## config.mk

```make
export PLATFORM = sky130hd
export DESIGN_NAME = sram_writer
export DESIGN_NICKNAME = d
export VERILOG_FILES = /design/src/rtl/sram_pkg.sv /design/src/rtl/sram_writer.sv
export SDC_FILE = /design/constraint.sdc
export NUM_CORES = 1
export LEC_CHECK = 0
export ABC_AREA = 1
export BUFFER_PORTS_ARGS = -buffer_cell sky130_fd_sc_hd__buf_4
export CAP_MARGIN = 10
export CORE_AREA = 2 2 144 146
export DETAILED_ROUTE_END_ITERATION = 7
export DIE_AREA = 0 0 146 148
export GPL_TIMING_DRIVEN = 0
export MAX_ROUTING_LAYER = met4
export PLACE_DENSITY = 0.55
export SKIP_CTS_REPAIR_TIMING = 1
export SLEW_MARGIN = 40
export SYNTH_ARGS = -nofsm -noshare
export SYNTH_HDL_FRONTEND = slang
export SYNTH_SLANG_ARGS = --single-unit
```

## constraint.sdc

```tcl
create_clock -name clk -period 2.9 [get_ports clk]
set_clock_uncertainty 0.05 [all_clocks]
set_input_delay 0.435 -clock clk [delete_from_list [all_inputs] [get_ports clk]]
set_output_delay 0.435 -clock clk [all_outputs]
set_load 0.03 [all_outputs]
```

## src/rtl/sram_pkg.sv

```systemverilog
// Shared definitions for the asynchronous SRAM write path.
// Holds the FSM state type, default address/data widths and the idle levels
// of the active-low strobes and the pad output enable. The SRAM controller
// reuses these definitions.
package sram_pkg;

  localparam int unsigned SRAM_ADDR_W = 20;
  localparam int unsigned SRAM_DATA_W = 16;

  // Idle level of the active-low strobes (CE_n/OE_n/WE_n/UB_n/LB_n)
  localparam logic STROBE_OFF = 1'b1;
  localparam logic STROBE_ON  = 1'b0;
  // Idle level of the pad output enable
  localparam logic PAD_OFF    = 1'b0;
  localparam logic PAD_ON     = 1'b1;

  typedef enum logic [2:0] {
    S_IDLE,
    S_WAIT,
    S_SETUP,
    S_PULSE,
    S_HOLD,
    S_DONE
  } sram_state_t;

endpackage

```

## src/rtl/sram_writer.sv

```systemverilog
// sram_writer: writes a burst of words from a valid/ready source into an
// asynchronous SRAM, one WE_n-controlled write cycle per word.
//
// Ports:
//   clk, rst              clock (rising edge), synchronous active-high reset
//   start                 pulse in IDLE: latch base_addr and num_words
//   base_addr, num_words  first word address and word count of the job
//   abort                 level: finish the in-flight word, then end the job
//   wr_valid, wr_data,    source word and byte enables (bit1 upper byte,
//   wr_be                 bit0 lower byte)
//   wr_ready              word accepted when wr_valid && wr_ready
//   addr, dq_out, dq_oe   SRAM address, pad data and pad output enable
//   CE_n, OE_n, WE_n,     active-low SRAM strobes (OE_n is held inactive)
//   UB_n, LB_n
//   busy                  job in progress (WAIT through HOLD)
//   done                  one-cycle pulse at job end
//
// Per word: WAIT (1) + SETUP (1) + PULSE (WE_CYCLES) + HOLD (1) cycles.
// Every output is a register updated on the edge that enters the state it
// belongs to, so the whole FSM lives in one always_ff.
module sram_writer #(
  parameter int unsigned ADDR_W    = sram_pkg::SRAM_ADDR_W,
  parameter int unsigned DATA_W    = sram_pkg::SRAM_DATA_W,
  parameter int unsigned WE_CYCLES = 1
) (
  input  logic              clk,
  input  logic              rst,
  input  logic              start,
  input  logic [ADDR_W-1:0] base_addr,
  input  logic [ADDR_W-1:0] num_words,
  input  logic              abort,
  input  logic              wr_valid,
  input  logic [DATA_W-1:0] wr_data,
  input  logic [1:0]        wr_be,
  output logic              wr_ready,
  output logic [ADDR_W-1:0] addr,
  output logic [DATA_W-1:0] dq_out,
  output logic              dq_oe,
  output logic              CE_n,
  output logic              OE_n,
  output logic              WE_n,
  output logic              UB_n,
  output logic              LB_n,
  output logic              busy,
  output logic              done
);
  import sram_pkg::*;

  localparam logic [3:0] PULSE_LAST = 4'(WE_CYCLES - 1);

  sram_state_t       state;
  logic [ADDR_W-1:0] cur_addr;
  logic [ADDR_W-1:0] job_words;
  logic [ADDR_W-1:0] words_written;
  logic [3:0]        pulse_cnt;

  always_ff @(posedge clk) begin
    if (rst) begin
      state         <= S_IDLE;
      cur_addr      <= '0;
      job_words     <= '0;
      words_written <= '0;
      pulse_cnt     <= '0;
      addr          <= '0;
      dq_out        <= '0;
      dq_oe         <= PAD_OFF;
      CE_n          <= STROBE_OFF;
      OE_n          <= STROBE_OFF;
      WE_n          <= STROBE_OFF;
      UB_n          <= STROBE_OFF;
      LB_n          <= STROBE_OFF;
      wr_ready      <= 1'b0;
      busy          <= 1'b0;
      done          <= 1'b0;
    end else begin
      OE_n <= STROBE_OFF;
      done <= 1'b0;
      case (state)
        S_IDLE: begin
          if (start) begin
            cur_addr      <= base_addr;
            job_words     <= num_words;
            words_written <= '0;
            if (num_words != '0) begin
              state    <= S_WAIT;
              wr_ready <= 1'b1;
              busy     <= 1'b1;
            end else begin
              state <= S_DONE;
              done  <= 1'b1;
            end
          end
        end

        S_WAIT: begin
          // abort wins over a waiting word: nothing is in flight yet
          if (abort) begin
            state    <= S_DONE;
            wr_ready <= 1'b0;
            busy     <= 1'b0;
            done     <= 1'b1;
          end else if (wr_valid) begin
            // dq_out/UB_n/LB_n double as the latch for the accepted word
            state    <= S_SETUP;
            wr_ready <= 1'b0;
            addr     <= cur_addr;
            dq_out   <= wr_data;
            dq_oe    <= PAD_ON;
            CE_n     <= STROBE_ON;
            UB_n     <= ~wr_be[1];
            LB_n     <= ~wr_be[0];
          end
        end

        S_SETUP: begin
          state     <= S_PULSE;
          WE_n      <= STROBE_ON;
          pulse_cnt <= PULSE_LAST;
        end

        S_PULSE: begin
          if (pulse_cnt == 4'd0) begin
            state <= S_HOLD;
            WE_n  <= STROBE_OFF;
          end else begin
            pulse_cnt <= pulse_cnt - 4'd1;
          end
        end

        S_HOLD: begin
          cur_addr      <= cur_addr + ADDR_W'(1);
          words_written <= words_written + ADDR_W'(1);
          dq_oe         <= PAD_OFF;
          CE_n          <= STROBE_OFF;
          UB_n          <= STROBE_OFF;
          LB_n          <= STROBE_OFF;
          // compare against the post-increment count
          if (((words_written + ADDR_W'(1)) == job_words) || abort) begin
            state <= S_DONE;
            busy  <= 1'b0;
            done  <= 1'b1;
          end else begin
            state    <= S_WAIT;
            wr_ready <= 1'b1;
          end
        end

        S_DONE: begin
          state <= S_IDLE;
        end

        default: begin
          state <= S_IDLE;
        end
      endcase
    end
  end

endmodule

```

* Word level (Yosys, flattened, before mapping)
Cells that the tools add are included.
Storage, ports and cells: bits in registers 111, input port bits 63, output and inout bits 45
Operators by class: reductions and logical operators 17, equality and inequality tests 15, add/sub/neg operators 3, mux-type cells 40, bitwise logic cells 3
Operators by type and width (number):
- 20-bit one-hot mux with 2 select lines | 2
- 20-bit by 1-bit adder with 20-bit output (second input constant) | 2
- 20-bit two-way mux | 2
- 20-bit == test | 1
- 20-bit nonzero test | 1
- 1-bit two-way mux | 19
- 3-bit two-way mux | 6
- 2-bit inequality test (second input constant) | 9
- 3-bit one-hot mux with 5 select lines | 1
- 1-bit one-hot mux with 2 select lines | 5
- 5-bit AND reduction | 2
- 1-bit one-hot mux with 3 select lines | 3
- 3-bit AND reduction | 3
- 4-bit one-hot mux with 2 select lines | 1
- 2-bit AND reduction | 4
- 3-bit by 2-bit == test with 1-bit output (second input constant) | 2
- 2-bit nonzero test | 3
- 4-bit logical NOT | 1
- 4-bit two-way mux | 1
- 4-bit by 1-bit subtractor with 4-bit output (second input constant) | 1
- 3-bit by 1-bit == test with 1-bit output (second input constant) | 1
- 3-bit == test (second input constant) | 1
- 3-bit logical NOT | 1
- 3-bit inequality test (second input constant) | 1
- other kinds (3) | 5

* Longest topological paths before layout
Gate-level depths: netlist of the first run.
word-level depth 5, depth in mapped cells 19

* Least setup slack after synthesis of the first run
No wires, ideal clock.
path kind reg2reg, start reg words_written[0], end reg wr_ready, path buffers 0, period minus slack after synthesis 1.996 ns, arrival 1.831 ns, setup time 0.115 ns, cell stages (with the launch flop) 16, slack 0.904 ns, cell sequence dfxtp_1 -> ha_1 -> nand2_2 -> nor2_4 -> nand2_4 -> nor2_4 -> nand2_1 -> nand2_1 -> nand2_2 -> xor2_1 -> nor2_1 -> nand3_1 -> nand2_2 -> nand2_4 -> a21oi_1 -> nor2_1
On the way: cells in the longest elaborated chain, start to end 5
Ends and longest elaborated chain:
- start, declared | RTL line sram_writer.sv:54 | logic [ADDR_W-1:0] words_written;
- start signal, assigned | RTL line sram_writer.sv:132 | words_written <= words_written + ADDR_W'(1);
- 20-bit by 1-bit adder with 20-bit output | RTL line sram_writer.sv:138 | if (((words_written + ADDR_W'(1)) == job_words) || abort) begin
- 20-bit == test | RTL line sram_writer.sv:138
- 1-bit logical OR | RTL line sram_writer.sv:138
- 2-bit inequality test (no line)
- 5-bit AND reduction (no line)
- end signal, assigned | RTL line sram_writer.sv:99 | wr_ready <= 1'b0;
- end signal, assigned | RTL line sram_writer.sv:105 | wr_ready <= 1'b0;
- end signal, assigned | RTL line sram_writer.sv:144 | wr_ready <= 1'b1;
- end, declared | RTL line sram_writer.sv:35 | output logic wr_ready,
No other way between the ends. A chain may end at the register's enable or synchronous reset.

* Worst setup path in the final report of the first run
Ends and elaborated chain as after synthesis.

==> results of run 1 <==
==> layout by cell type, fill, tap and decap left out, types with 3 or more instances in the layout <==
| cell | n |
|---|---|
| sky130_fd_sc_hd__nand2_1 | 168 |
| sky130_fd_sc_hd__nand4_1 | 3 |
| sky130_fd_sc_hd__nand3_1 | 56 |
| sky130_fd_sc_hd__buf_2 | 6 |
| sky130_fd_sc_hd__nand2_2 | 6 |
| sky130_fd_sc_hd__nor2_2 | 5 |
| sky130_fd_sc_hd__xor2_1 | 7 |
| sky130_fd_sc_hd__o21ai_0 | 73 |
| sky130_fd_sc_hd__ha_1 | 4 |
| sky130_fd_sc_hd__a211oi_1 | 5 |
| sky130_fd_sc_hd__clkbuf_1 | 26 |
| sky130_fd_sc_hd__nand3_2 | 5 |
| sky130_fd_sc_hd__clkbuf_16 | 9 |
| sky130_fd_sc_hd__inv_1 | 82 |
| sky130_fd_sc_hd__buf_4 | 108 |
| sky130_fd_sc_hd__xnor2_1 | 4 |
| sky130_fd_sc_hd__o21ai_1 | 3 |
| sky130_fd_sc_hd__xnor3_1 | 3 |
| sky130_fd_sc_hd__nor3_1 | 14 |
| sky130_fd_sc_hd__nor2_1 | 110 |
| sky130_fd_sc_hd__nor4_1 | 4 |
| sky130_fd_sc_hd__dfxtp_1 | 111 |
| sky130_fd_sc_hd__nor2_4 | 6 |
| sky130_fd_sc_hd__a21oi_1 | 82 |
| sky130_fd_sc_hd__o221ai_1 | 3 |
| sky130_fd_sc_hd__a31oi_1 | 4 |
==> per-layer routing <==
metal  vias to the layer above  wire (µm)  track usage, %
met3                        15        995            3.36
li1                       2882          -               -
met4                         0        233            4.95
met5                         -          0               -
met1                      2558       8190            21.8
met2                       139       8020            27.0
==> power groups by stage <==
| stage | logic [mW] | clock network, mW | registers (mW) |
|---|---|---|---|
| 2_1_floorplan | 0.395 | 0 | 1.84 |
| 4_1_cts | 0.786 | 1.25 | 1.73 |
| 5_1_grt | 0.864 | 1.30 | 1.75 |
| 3_3_place_gp | 0.779 | 0 | 1.76 |
| 6_report | 0.779 | 1.21 | 1.73 |
| 3_5_place_dp | 0.784 | 0 | 1.76 |
==> layout make-up <==
type	count	area [µm²]
fill	2276	13100
multi-input combinational	581	2850
sequential	111	2220
timing repair buffer	106	796
tap	270	338
inverter	86	323
clock buffer	11	243
buffer	34	143
clock inverter	5	33.8
==> cell families (layout without fill, tap and decap cells) <==
family	count (synthesis)	in the layout	share of synthesized area, %
and+or+nand+nor	383	383	30.3
AOI/OAI and AO/OA	179	179	17.3
buffers and inverters	120	242	8.41
DFF	111	111	40.2
xor gates and xnor gates	14	14	2.96
adders and majority gates	4	4	0.904
other	1	1	0.0678
==> stage by stage <==
step | power, mW | utilization [%] | area [µm²] | hold WS (ns) | setup slack (ns)
floorplan | 2.23 | - | 5530 | 0.381 | 0.904
global placement | 2.54 | 33.3 | 6670 | 0.400 | 0.334
detailed placement | 2.55 | 33.3 | 6670 | 0.403 | 0.316
CTS | 3.77 | 34.7 | 6940 | 0.229 | 0.301
global route | 3.91 | 34.7 | 6940 | 0.238 | 0.103
finish | 3.72 | 34.7 | 6940 | 0.236 | 0.344
==> state kept, by name (all words and copies together), names as in the netlist, 3 cells and up <==
| name | count |
|---|---|
| job_words | 20 |
| dq_out | 16 |
| words_written | 20 |
| cur_addr | 20 |
| addr | 20 |
| pulse_cnt | 4 |
| state | 3 |
==> worst max-delay path, delay by kind of cell, from the launching register on <==
kind / cells / cell delay, ns
AOI/OAI and AO/OA: 1 / 0.14
adders and majority gates: 1 / 0.24
DFF: 1 / 0.44
and+or+nand+nor: 14 / 1.56
==> worst min path at each step <==
stage	from	endpoint	slack [ns]	depth (start not counted)
2_1_floorplan	job_words[10]$_SDFFE_PP0P_	job_words[10]$_SDFFE_PP0P_	0.38	2
3_3_place_gp	LB_n$_SDFFE_PP1P_	LB_n$_SDFFE_PP1P_	0.40	1
3_5_place_dp	LB_n$_SDFFE_PP1P_	LB_n$_SDFFE_PP1P_	0.40	1
4_1_cts	wr_data[9]	dq_out[9]$_SDFFE_PP0P_	0.23	3
5_1_grt	wr_data[7]	dq_out[7]$_SDFFE_PP0P_	0.24	3
6_report	wr_data[9]	dq_out[9]$_SDFFE_PP0P_	0.24	3
==> impl_metrics.yaml, run 1 <==
status:
  run_status: "finished, final reports clean"
route:
  detail_route.drc_violations: 0
  initialDrtViolationCount: 409
  ant_nets: 0
  via_count: 5594
  post_drt_via_cell_ratio: 4.65
  totalWireLength_mm: 17.4
  detail_route.first_pass.iterations: 5
  post_drt_wl_per_cell_um: 14.5
floorplanning:
  die-area_mm2: 0.0216
  io_pins: 108
  chipWidth_um: 146
  fp-row-count: 52
  die_h_um: 148
  starting_density_of_the_core_pct: 27.6
  core_region_area_mm2: 0.0200
setup_path:
  worst-r2r-setup-slack_ns: 0.34
  timing.setup.critical_path_class: "register to register"
  cp_slowest_cell: "sky130_fd_sc_hd__dfxtp_1"
  rr_worst_depth: 16
  crit_path_start_kind: "register"
  worstPathMaxFanout: 7
  cp_cell_sequence: "ha_1, nand2_2, nor2_4, nand2_2, nand3_1, nand2_1, nor2_1, nand2_1, nor2_1, nand2_1, nor2_1, nand3_1, nand2_2, nand2_4, a21oi_1, nor2_1"
  worst-endpoint-arrival_ns: 2.77
  worstReg2RegEnd: "wr_ready$_SDFFE_PP0P_"
  timing.rr.start: "words_written[0]$_SDFFE_PP0P_"
  timing.critical_path.to: "wr_ready$_SDFFE_PP0P_"
  cell_repeated_most_along_the_worst_path: "sky130_fd_sc_hd__nor2_1"
  setup.worst_path.end_class: "register"
  slowest_delay_ns: 0.44
  cp_data_required_time_ns: 3.11
  critPathLaunch: "words_written[0]$_SDFFE_PP0P_"
yosys:
  mappedNetlistNets: 879
  synth_common_cells: "168 x sky130_fd_sc_hd__nand2_1, 111 x sky130_fd_sc_hd__dfxtp_1, 110 x sky130_fd_sc_hd__nor2_1, 82 x sky130_fd_sc_hd__a21oi_1, 82 x sky130_fd_sc_hd__inv_1"
  dominantRegCellSynth: "sky130_fd_sc_hd__dfxtp_1"
  yosys_warnings: 0
  netlist.area_leader.share_pct: 40.2
  async_reset_ff_share_pct: 0
  synth.ff_latch_count: 111
  number_of_synthesized_flops_with_an_enable_pin: 0
  synth_seq_area_share_pct: 40.2
  synth.most_common_cell: "sky130_fd_sc_hd__nand2_1"
  yosysUniqueCellTypes: 40
  number_of_instances_in_the_synthesized_netlist: 812
  netlist.top_cell.by_area: "sky130_fd_sc_hd__dfxtp_1"
  mappedNetlistArea_mm2: 0.00553
  ys_top_cells_by_area: "sky130_fd_sc_hd__dfxtp_1 40%, sky130_fd_sc_hd__nand2_1 11%, sky130_fd_sc_hd__nor2_1 7.5%"
  syn_avg_cell_area_um2: 6.82
clock_tree:
  clkSlewWorstSetupHoldPaths_ns: 0.08
  clock_tree.root_cell: "sky130_fd_sc_hd__clkbuf_16"
  htree_levels: 3
  worstSkewPairLatency_ns: 0.37
  number_of_buffers_created_by_cts: 9
  clockBufferDepth: 2
  clock-sinks: 111
  cts_tree: "yes"
global_routing:
  globalRouteOverflowTotal: 0
  antenna_found_initial: 0
  grt_max_degree: 18
  grt.total_usage_pct: 16.9
  grt_pass1_vias: 5308
  grt_pass1_wl_mm: 27.9
final_layout:
  final_nets: 996
  post_layout_nonfiller_instances: 1204
  areaGrowthSynthToFinish_pct: 25.5
  drive_gt1_share_pct: 16.7
  n_antenna_cell: 0
timing:
  final_max_slew_viol_count: 0
  setup_viol_count_final: 0
  finalWorstPathRequiredPeriod_ns: 2.56
  hold_violations: 0
  worst-slew-pin-transition_ns: 0.706
  setup_tns_ns: 0
  max_freq_mhz: 391
  fin_crit_sh_pct: 88.1
  slew_headroom_pct: 52.5
  rsz_0062_raised_after_global_routing: "false"
pwr:
  p_sw_share_pct: 31.9
  p_sw_mw: 1.19
  clkPwrFrac_pct: 32.6
  power.share.combinational_pct: 20.9
  power.static_leakage_nw: 2.86
  power_report.internal_total_mw: 2.53
  power.density_mw_per_mm2: 536
  share_seq_of_total_power_pct: 46.5
  peakVddDrop_mv: 0.323
placement:
  place.gp.congestion: 0.862
  dpl.cell_count: 1188
  quantity_of_i_o_buffers_inserted_on_ports: 106
  dp_hpwl_mm: 13.3
hold_path:
  hp-class: "input pin to register"
job:
  maxCapViolCount: 0
Note: power is estimated with default switching activity, not from simulation.
==> run 2, diff against run 1 <==
--- a/config.mk
+++ b/config.mk
@@ -5,7 +5,6 @@
 export SDC_FILE = /design/constraint.sdc
 export NUM_CORES = 1
 export LEC_CHECK = 0
-export ABC_AREA = 1
 export BUFFER_PORTS_ARGS = -buffer_cell sky130_fd_sc_hd__buf_4
 export CAP_MARGIN = 10
 export CORE_AREA = 2 2 144 146
@@ -13,7 +12,7 @@
 export DIE_AREA = 0 0 146 148
 export GPL_TIMING_DRIVEN = 0
 export MAX_ROUTING_LAYER = met4
-export PLACE_DENSITY = 0.55
+export PLACE_DENSITY = 0.54
 export SKIP_CTS_REPAIR_TIMING = 1
 export SLEW_MARGIN = 40
 export SYNTH_ARGS = -nofsm -noshare
==> run 2 against run 1 <==
Combinational power is 29% lower. First-iteration DRC count is 23% higher. Cell area is 0.22% lower. Maximum frequency is 5.7% lower. Sequential cell count stayed put.
==> impl_metrics.yaml, run 2 <==
status:
  run_status: "finished, final reports clean"
yosys:
  number_of_instances_in_the_synthesized_netlist: 724
  synth_common_cells: "144 x sky130_fd_sc_hd__nand2_1, 111 x sky130_fd_sc_hd__dfxtp_1, 92 x sky130_fd_sc_hd__a21oi_1, 65 x sky130_fd_sc_hd__nor2_1, 40 x sky130_fd_sc_hd__clkbuf_1"
  dominantRegCellSynth: "sky130_fd_sc_hd__dfxtp_1"
  syn_avg_cell_area_um2: 7.59
  mappedNetlistNets: 791
  synth.most_common_cell: "sky130_fd_sc_hd__nand2_1"
  netlist.top_cell.by_area: "sky130_fd_sc_hd__dfxtp_1"
  netlist.area_leader.share_pct: 40.4
  synth.ff_latch_count: 111
  synth_seq_area_share_pct: 40.4
  async_reset_ff_share_pct: 0
  ys_top_cells_by_area: "sky130_fd_sc_hd__dfxtp_1 40%, sky130_fd_sc_hd__nand2_1 9.8%, sky130_fd_sc_hd__a21oi_1 8.4%"
  yosys_warnings: 0
  yosysUniqueCellTypes: 62
  number_of_synthesized_flops_with_an_enable_pin: 0
  mappedNetlistArea_mm2: 0.00550
clock_tree:
  number_of_buffers_created_by_cts: 9
  htree_levels: 3
  clkSlewWorstSetupHoldPaths_ns: 0.08
  worstSkewPairLatency_ns: 0.36
  clock_tree.root_cell: "sky130_fd_sc_hd__clkbuf_16"
  clockBufferDepth: 2
  cts_tree: "yes"
  clock-sinks: 111
timing:
  hold_violations: 0
  timing.hold.ws_ns: 0.245
  slew_headroom_pct: 52.1
  rsz_0062_raised_after_global_routing: "false"
  setup_viol_count_final: 0
  worst-slew-pin-transition_ns: 0.718
  max_freq_mhz: 369
  final.setup.worst_slack_ns: 0.191
  setup_tns_ns: 0
  finalWorstPathRequiredPeriod_ns: 2.71
  fin_crit_sh_pct: 93.4
  final_max_slew_viol_count: 0
global_routing:
  globalRouteOverflowTotal: 0
  grt_pass1_vias: 4905
  grt_max_degree: 19
  grt_pass1_wl_mm: 27.5
  antenna_found_initial: 0
  grt.total_usage_pct: 16.7
floorplanning:
  io_pins: 108
  starting_density_of_the_core_pct: 27.4
  die_h_um: 148
  chipWidth_um: 146
  core_region_area_mm2: 0.0200
  die-area_mm2: 0.0216
  fp-row-count: 52
final_layout:
  post_layout_nonfiller_instances: 1115
  most_frequent_standard_cell_in_the_layout_excluding_fill_and_tap_cells: "sky130_fd_sc_hd__nand2_1"
  n_antenna_cell: 0
  drive_gt1_share_pct: 17.4
  layout_common_cells: "144 x sky130_fd_sc_hd__nand2_1, 111 x sky130_fd_sc_hd__dfxtp_1, 110 x sky130_fd_sc_hd__buf_4"
  final_nets: 907
  final_core_utilization_pct: 34.6
  areaGrowthSynthToFinish_pct: 26.0
hold_path:
  hp-class: "input pin to register"
  holdCritStartpoint: "base_addr[3]"
  min_delay_path_depth: 3
  min_delay_worst_endpoint: "cur_addr[3]$_SDFFE_PP0P_"
route:
  post_drt_via_cell_ratio: 4.99
  ant_nets: 0
  post_drt_wl_per_cell_um: 16.0
  totalWireLength_mm: 17.8
  detail_route.drc_violations: 0
  via_count: 5566
  detail_route.first_pass.iterations: 5
  initialDrtViolationCount: 502
setup_path:
  setup.worst_path.end_class: "register"
  cp_data_required_time_ns: 3.13
  worst-endpoint-arrival_ns: 2.94
  worstPathMaxFanout: 8
  crit_path_start_kind: "register"
  timing.rr.start: "words_written[0]$_SDFFE_PP0P_"
  worstReg2RegEnd: "done$_SDFF_PP0_"
  timing.setup.critical_path_class: "register to register"
  worst-r2r-setup-slack_ns: 0.19
  critPathLaunch: "words_written[0]$_SDFFE_PP0P_"
  rr_worst_depth: 7
job:
  maxCapViolCount: 0
pwr:
  share_seq_of_total_power_pct: 47.6
  clkPwrFrac_pct: 36.6
  power.static_leakage_nw: 2.56
  power.density_mw_per_mm2: 502
  power_report.internal_total_mw: 2.48
  p_sw_share_pct: 28.6
  p_sw_mw: 0.996
  peakVddDrop_mv: 0.312
  power.share.combinational_pct: 15.8
placement:
  dp_hpwl_mm: 13.1
  dp_worst_setup_slack_ns: 0.203
  place.gp.congestion: 0.849
  dpl.cell_count: 1099
  quantity_of_i_o_buffers_inserted_on_ports: 105
run 2: changes by cell type after synthesis, sizes merged, moves of 15 or more:
cell	change
nand3	-39
nand2	-32
o21ai	-39
xnor2	+17
clkbuf	+15
nor2	-55
inv	-76
run 2: worst max path at each step:
stage	end	slack, ns	cells after the start
global placement	done$_SDFF_PP0_	0.20	7
CTS	done$_SDFF_PP0_	0.17	7
finish	done$_SDFF_PP0_	0.19	7
global route	state[2]$_SDFFE_PP0P_	0.01	7
floorplan	busy$_SDFFE_PP0P_	0.71	7
detailed placement	done$_SDFF_PP0_	0.20	7
run 2: layer usage:
layer | part of all wire (%) | vias up | GRT usage (%) | wire length [µm]
li1 | - | 2798 | - | -
met1 | 47 | 2575 | 22.3 | 8330
met2 | 46 | 178 | 25.9 | 8180
met3 | 6.5 | 15 | 4.32 | 1160
met4 | 0.91 | 0 | 3.11 | 162
met5 | 0 | - | - | 0
run 2: area by class of cell:
class	instances	area, µm²
buffer	54	245
clock buffer	10	229
clock inverter	6	70.1
fill	2238	13100
inverter	8	30.0
multi-input combinational	551	3010
sequential	111	2220
tap	270	338
timing repair buffer	105	788
run 2: kinds of logic after synthesis:
family	Yosys count	share of synthesized area, %
and+or+nand+nor	321	27.6
AOI/OAI and AO/OA	194	21.0
DFF	111	40.4
buffers and inverters	62	5.01
xor gates and xnor gates	30	4.78
adders and majority gates	4	0.910
other	1	0.0682
muxes	1	0.205
run 2: per-stage QoR:
| step | total power [mW] | cell area, µm² |
|---|---|---|
| 3_3_place_gp | 2.24 | 6620 |
| 6_report | 3.48 | 6930 |
| 5_1_grt | 3.65 | 6930 |
| 4_1_cts | 3.53 | 6920 |
| 3_5_place_dp | 2.24 | 6620 |
| 2_1_floorplan | 2.01 | 5500 |
run 2: critical path: stages, from the launching register on:
cell and delay [ns]:
sky130_fd_sc_hd__dfxtp_1 0.48, sky130_fd_sc_hd__ha_1 0.34, sky130_fd_sc_hd__nand3_1 0.22, sky130_fd_sc_hd__nor2_1 0.34, sky130_fd_sc_hd__nand4_1 0.24, sky130_fd_sc_hd__xnor2_1 0.23
sky130_fd_sc_hd__or4_1 0.57, sky130_fd_sc_hd__o21ai_1 0.17
run 2: power groups by stage:
stage	logic [mW]	registers [mW]	clock network, mW
5_1_grt	0.604	1.67	1.38
2_1_floorplan	0.294	1.71	0
3_5_place_dp	0.547	1.69	0
4_1_cts	0.549	1.66	1.32
6_report	0.550	1.66	1.27
3_3_place_gp	0.547	1.69	0
==> run 3, diff against run 2 <==
--- a/config.mk
+++ b/config.mk
@@ -12,7 +12,7 @@
 export DIE_AREA = 0 0 146 148
 export GPL_TIMING_DRIVEN = 0
 export MAX_ROUTING_LAYER = met4
-export PLACE_DENSITY = 0.54
+export PLACE_DENSITY = 0.56
 export SKIP_CTS_REPAIR_TIMING = 1
 export SLEW_MARGIN = 40
 export SYNTH_ARGS = -nofsm -noshare
==> constraint.sdc (replaced) <==
create_clock -name clk -period 2.35 [get_ports clk]
set_clock_uncertainty 0.05 [all_clocks]
set_input_delay 0.3525 -clock clk [delete_from_list [all_inputs] [get_ports clk]]
set_output_delay 0.3525 -clock clk [all_outputs]
set_load 0.03 [all_outputs]
==> run 3 against run 2 <==
Hold slack lost 0.077 ns. Sequential power grew 23%. Die area is the same. Combinational power grew 25%. Routed wire length shrank 1.0%. Cell area grew 1.4%. Clock power grew 26%. Utilization grew 0.47 points. Register-to-register slack lost 0.12 ns. First-iteration DRC count shrank 22%. Global-route usage shrank 0.064 points. Cell count is the same. Largest power group unchanged.
==> impl_metrics.yaml, run 3 (synthesized netlist as in run 2, its figures left out) <==
setup_path:
  worst-endpoint-arrival_ns: 2.51
  cp_cell_sequence: "ha_4, and3_2, nand3_2, or3_1, a221oi_4, nand4_1, o21ai_1"
  slowest_delay_ns: 0.43
  path_buf_inv: 0
  cp_slowest_cell: "sky130_fd_sc_hd__or3_1"
  timing.setup.critical_path_class: "register to register"
  cp_num_cells: 7
  timing.rr.start: "words_written[0]$_SDFFE_PP0P_"
  rr_worst_depth: 7
  critical_path.top_delay_family: "simple AND/OR/NAND/NOR gates"
  worst-r2r-setup-slack_ns: 0.07
  cp_data_required_time_ns: 2.58
  setup.worst_path.end_class: "register"
  crit_path_start_kind: "register"
  worstReg2RegEnd: "done$_SDFF_PP0_"
  worstPathMaxFanout: 8
timing:
  final_max_slew_viol_count: 0
  worst-slew-pin-transition_ns: 0.732
  max_freq_mhz: 440
  setup_viol_count_final: 0
  setup_tns_ns: 0
  finalWorstPathRequiredPeriod_ns: 2.28
  slew_headroom_pct: 51.2
  rsz_0062_raised_after_global_routing: "true"
  hold_violations: 0
  final.setup.worst_slack_ns: 0.0748
  fin_crit_sh_pct: 96.8
global_routing:
  grt.total_usage_pct: 16.6
  grt_max_degree: 19
  antenna_found_initial: 0
  globalRouteOverflowTotal: 0
  grt_pass1_wl_mm: 27.5
  grt_pass1_vias: 4989
route:
  dr_wl_met2_mm: 8.10
  initialDrtViolationCount: 394
  met1Wirelength_mm: 8.32
  detail_route.first_pass.iterations: 5
  via_count: 5595
  detail_route.drc_violations: 0
  post_drt_via_cell_ratio: 5.02
  post_drt_wl_per_cell_um: 15.8
  ant_nets: 0
  wl_met3_um: 969
  totalWireLength_mm: 17.6
  maxUsedRoutingLayer: "met4"
floorplanning:
  chipWidth_um: 146
  die-area_mm2: 0.0216
  core_region_area_mm2: 0.0200
  io_pins: 108
  fp-row-count: 52
  die_h_um: 148
  starting_density_of_the_core_pct: 27.4
clock_tree:
  clockBufferDepth: 2
  number_of_buffers_created_by_cts: 9
  clkSlewWorstSetupHoldPaths_ns: 0.07
  htree_levels: 3
  worstSkewPairLatency_ns: 0.36
  cts_tree: "yes"
  clock_tree.root_cell: "sky130_fd_sc_hd__clkbuf_16"
  clock-sinks: 111
placement:
  placed_area_mm2: 0.00662
  dp_worst_setup_slack_ns: -0.331
  quantity_of_i_o_buffers_inserted_on_ports: 105
  place.gp.congestion: 0.896
  dpl.cell_count: 1099
  dp_hpwl_mm: 12.8
final_layout:
  multi_input_area_mm2: 0.00307
  n_antenna_cell: 0
  filler_cell_count: 2182
  areaGrowthSynthToFinish_pct: 27.7
  layout_common_cells: "144 x sky130_fd_sc_hd__nand2_1, 112 x sky130_fd_sc_hd__buf_4, 109 x sky130_fd_sc_hd__dfxtp_1"
  most_frequent_standard_cell_in_the_layout_excluding_fill_and_tap_cells: "sky130_fd_sc_hd__nand2_1"
  final_design_area_no_fill_mm2: 0.00702
  final_nets: 907
  drive_gt1_share_pct: 20.0
  post_layout_nonfiller_instances: 1115
  layout.area.seq_mm2: 0.00223
pwr:
  power.static_leakage_nw: 2.61
  power.density_mw_per_mm2: 617
  peakVddDrop_mv: 0.348
  power_mw: 4.33
hold_path:
  min_delay_worst_endpoint: "cur_addr[3]$_SDFFE_PP0P_"
  hp-class: "input pin to register"
  min_delay_path_depth: 3
  holdCritStartpoint: "base_addr[3]"
status:
  run_status: "finished, final reports clean"
job:
  maxCapViolCount: 0
==> run 3: changes by cell type in the layout (fill, tap and decap cells not counted), sizes merged <==
cell,change
buf,+2
clkbuf,-2
clkinv,+1
clkinvlp,-1
==> run 3: worst max-delay path by stage <==
| stage | startpoint | endpoint | slack [ns] |
|---|---|---|---|
| 4_1_cts | words_written[0]$_SDFFE_PP0P_ | busy$_SDFFE_PP0P_ | -0.35 |
| 5_1_grt | state[0]$_SDFFE_PP0P_ | LB_n$_SDFFE_PP1P_ | -0.04 |
| 6_report | words_written[0]$_SDFFE_PP0P_ | done$_SDFF_PP0_ | 0.07 |
| 3_5_place_dp | words_written[0]$_SDFFE_PP0P_ | busy$_SDFFE_PP0P_ | -0.33 |
| 3_3_place_gp | words_written[0]$_SDFFE_PP0P_ | busy$_SDFFE_PP0P_ | -0.33 |
| 2_1_floorplan | words_written[0]$_SDFFE_PP0P_ | busy$_SDFFE_PP0P_ | 0.16 |
==> run 3: layout make-up <==
cell class	count	share of cell area (%)
inverter	8	0.428
clock buffer	10	3.40
timing repair buffer	107	11.4
multi-input combinational	551	43.7
buffer	52	3.55
tap	270	4.81
sequential	111	31.7
clock inverter	6	0.980
==> run 3: layer usage <==
| metal | GRT usage (%) | vias to the layer above |
|---|---|---|
| li1 | - | 2795 |
| met1 | 22.3 | 2603 |
| met2 | 26.1 | 179 |
| met3 | 2.93 | 18 |
| met4 | 4.17 | 0 |
| met5 | - | - |
==> run 3: worst register-to-register path, delay by kind of cell (launching register included) <==
kind                       cells  cell delay [ns]
AOI/OAI and AO/OA              2             0.54
and+or+nand+nor                4             1.01
DFF                            1             0.41
adders and majority gates      1             0.19
==> run 3: metrics by stage <==
stage / utilization (%) / hold slack (ns)
3_3_place_gp: 33.1 / 0.395
3_5_place_dp: 33.1 / 0.398
5_1_grt: 35.0 / 0.173
6_report: 35.0 / 0.168
4_1_cts: 34.6 / 0.156
2_1_floorplan: - / 0.390
==> run 3: where the power goes <==
group	internal, mW	switching (mW)	total, mW
clock	0.862	0.736	1.60
sequential	1.97	0.0795	2.04
combinational	0.272	0.417	0.689
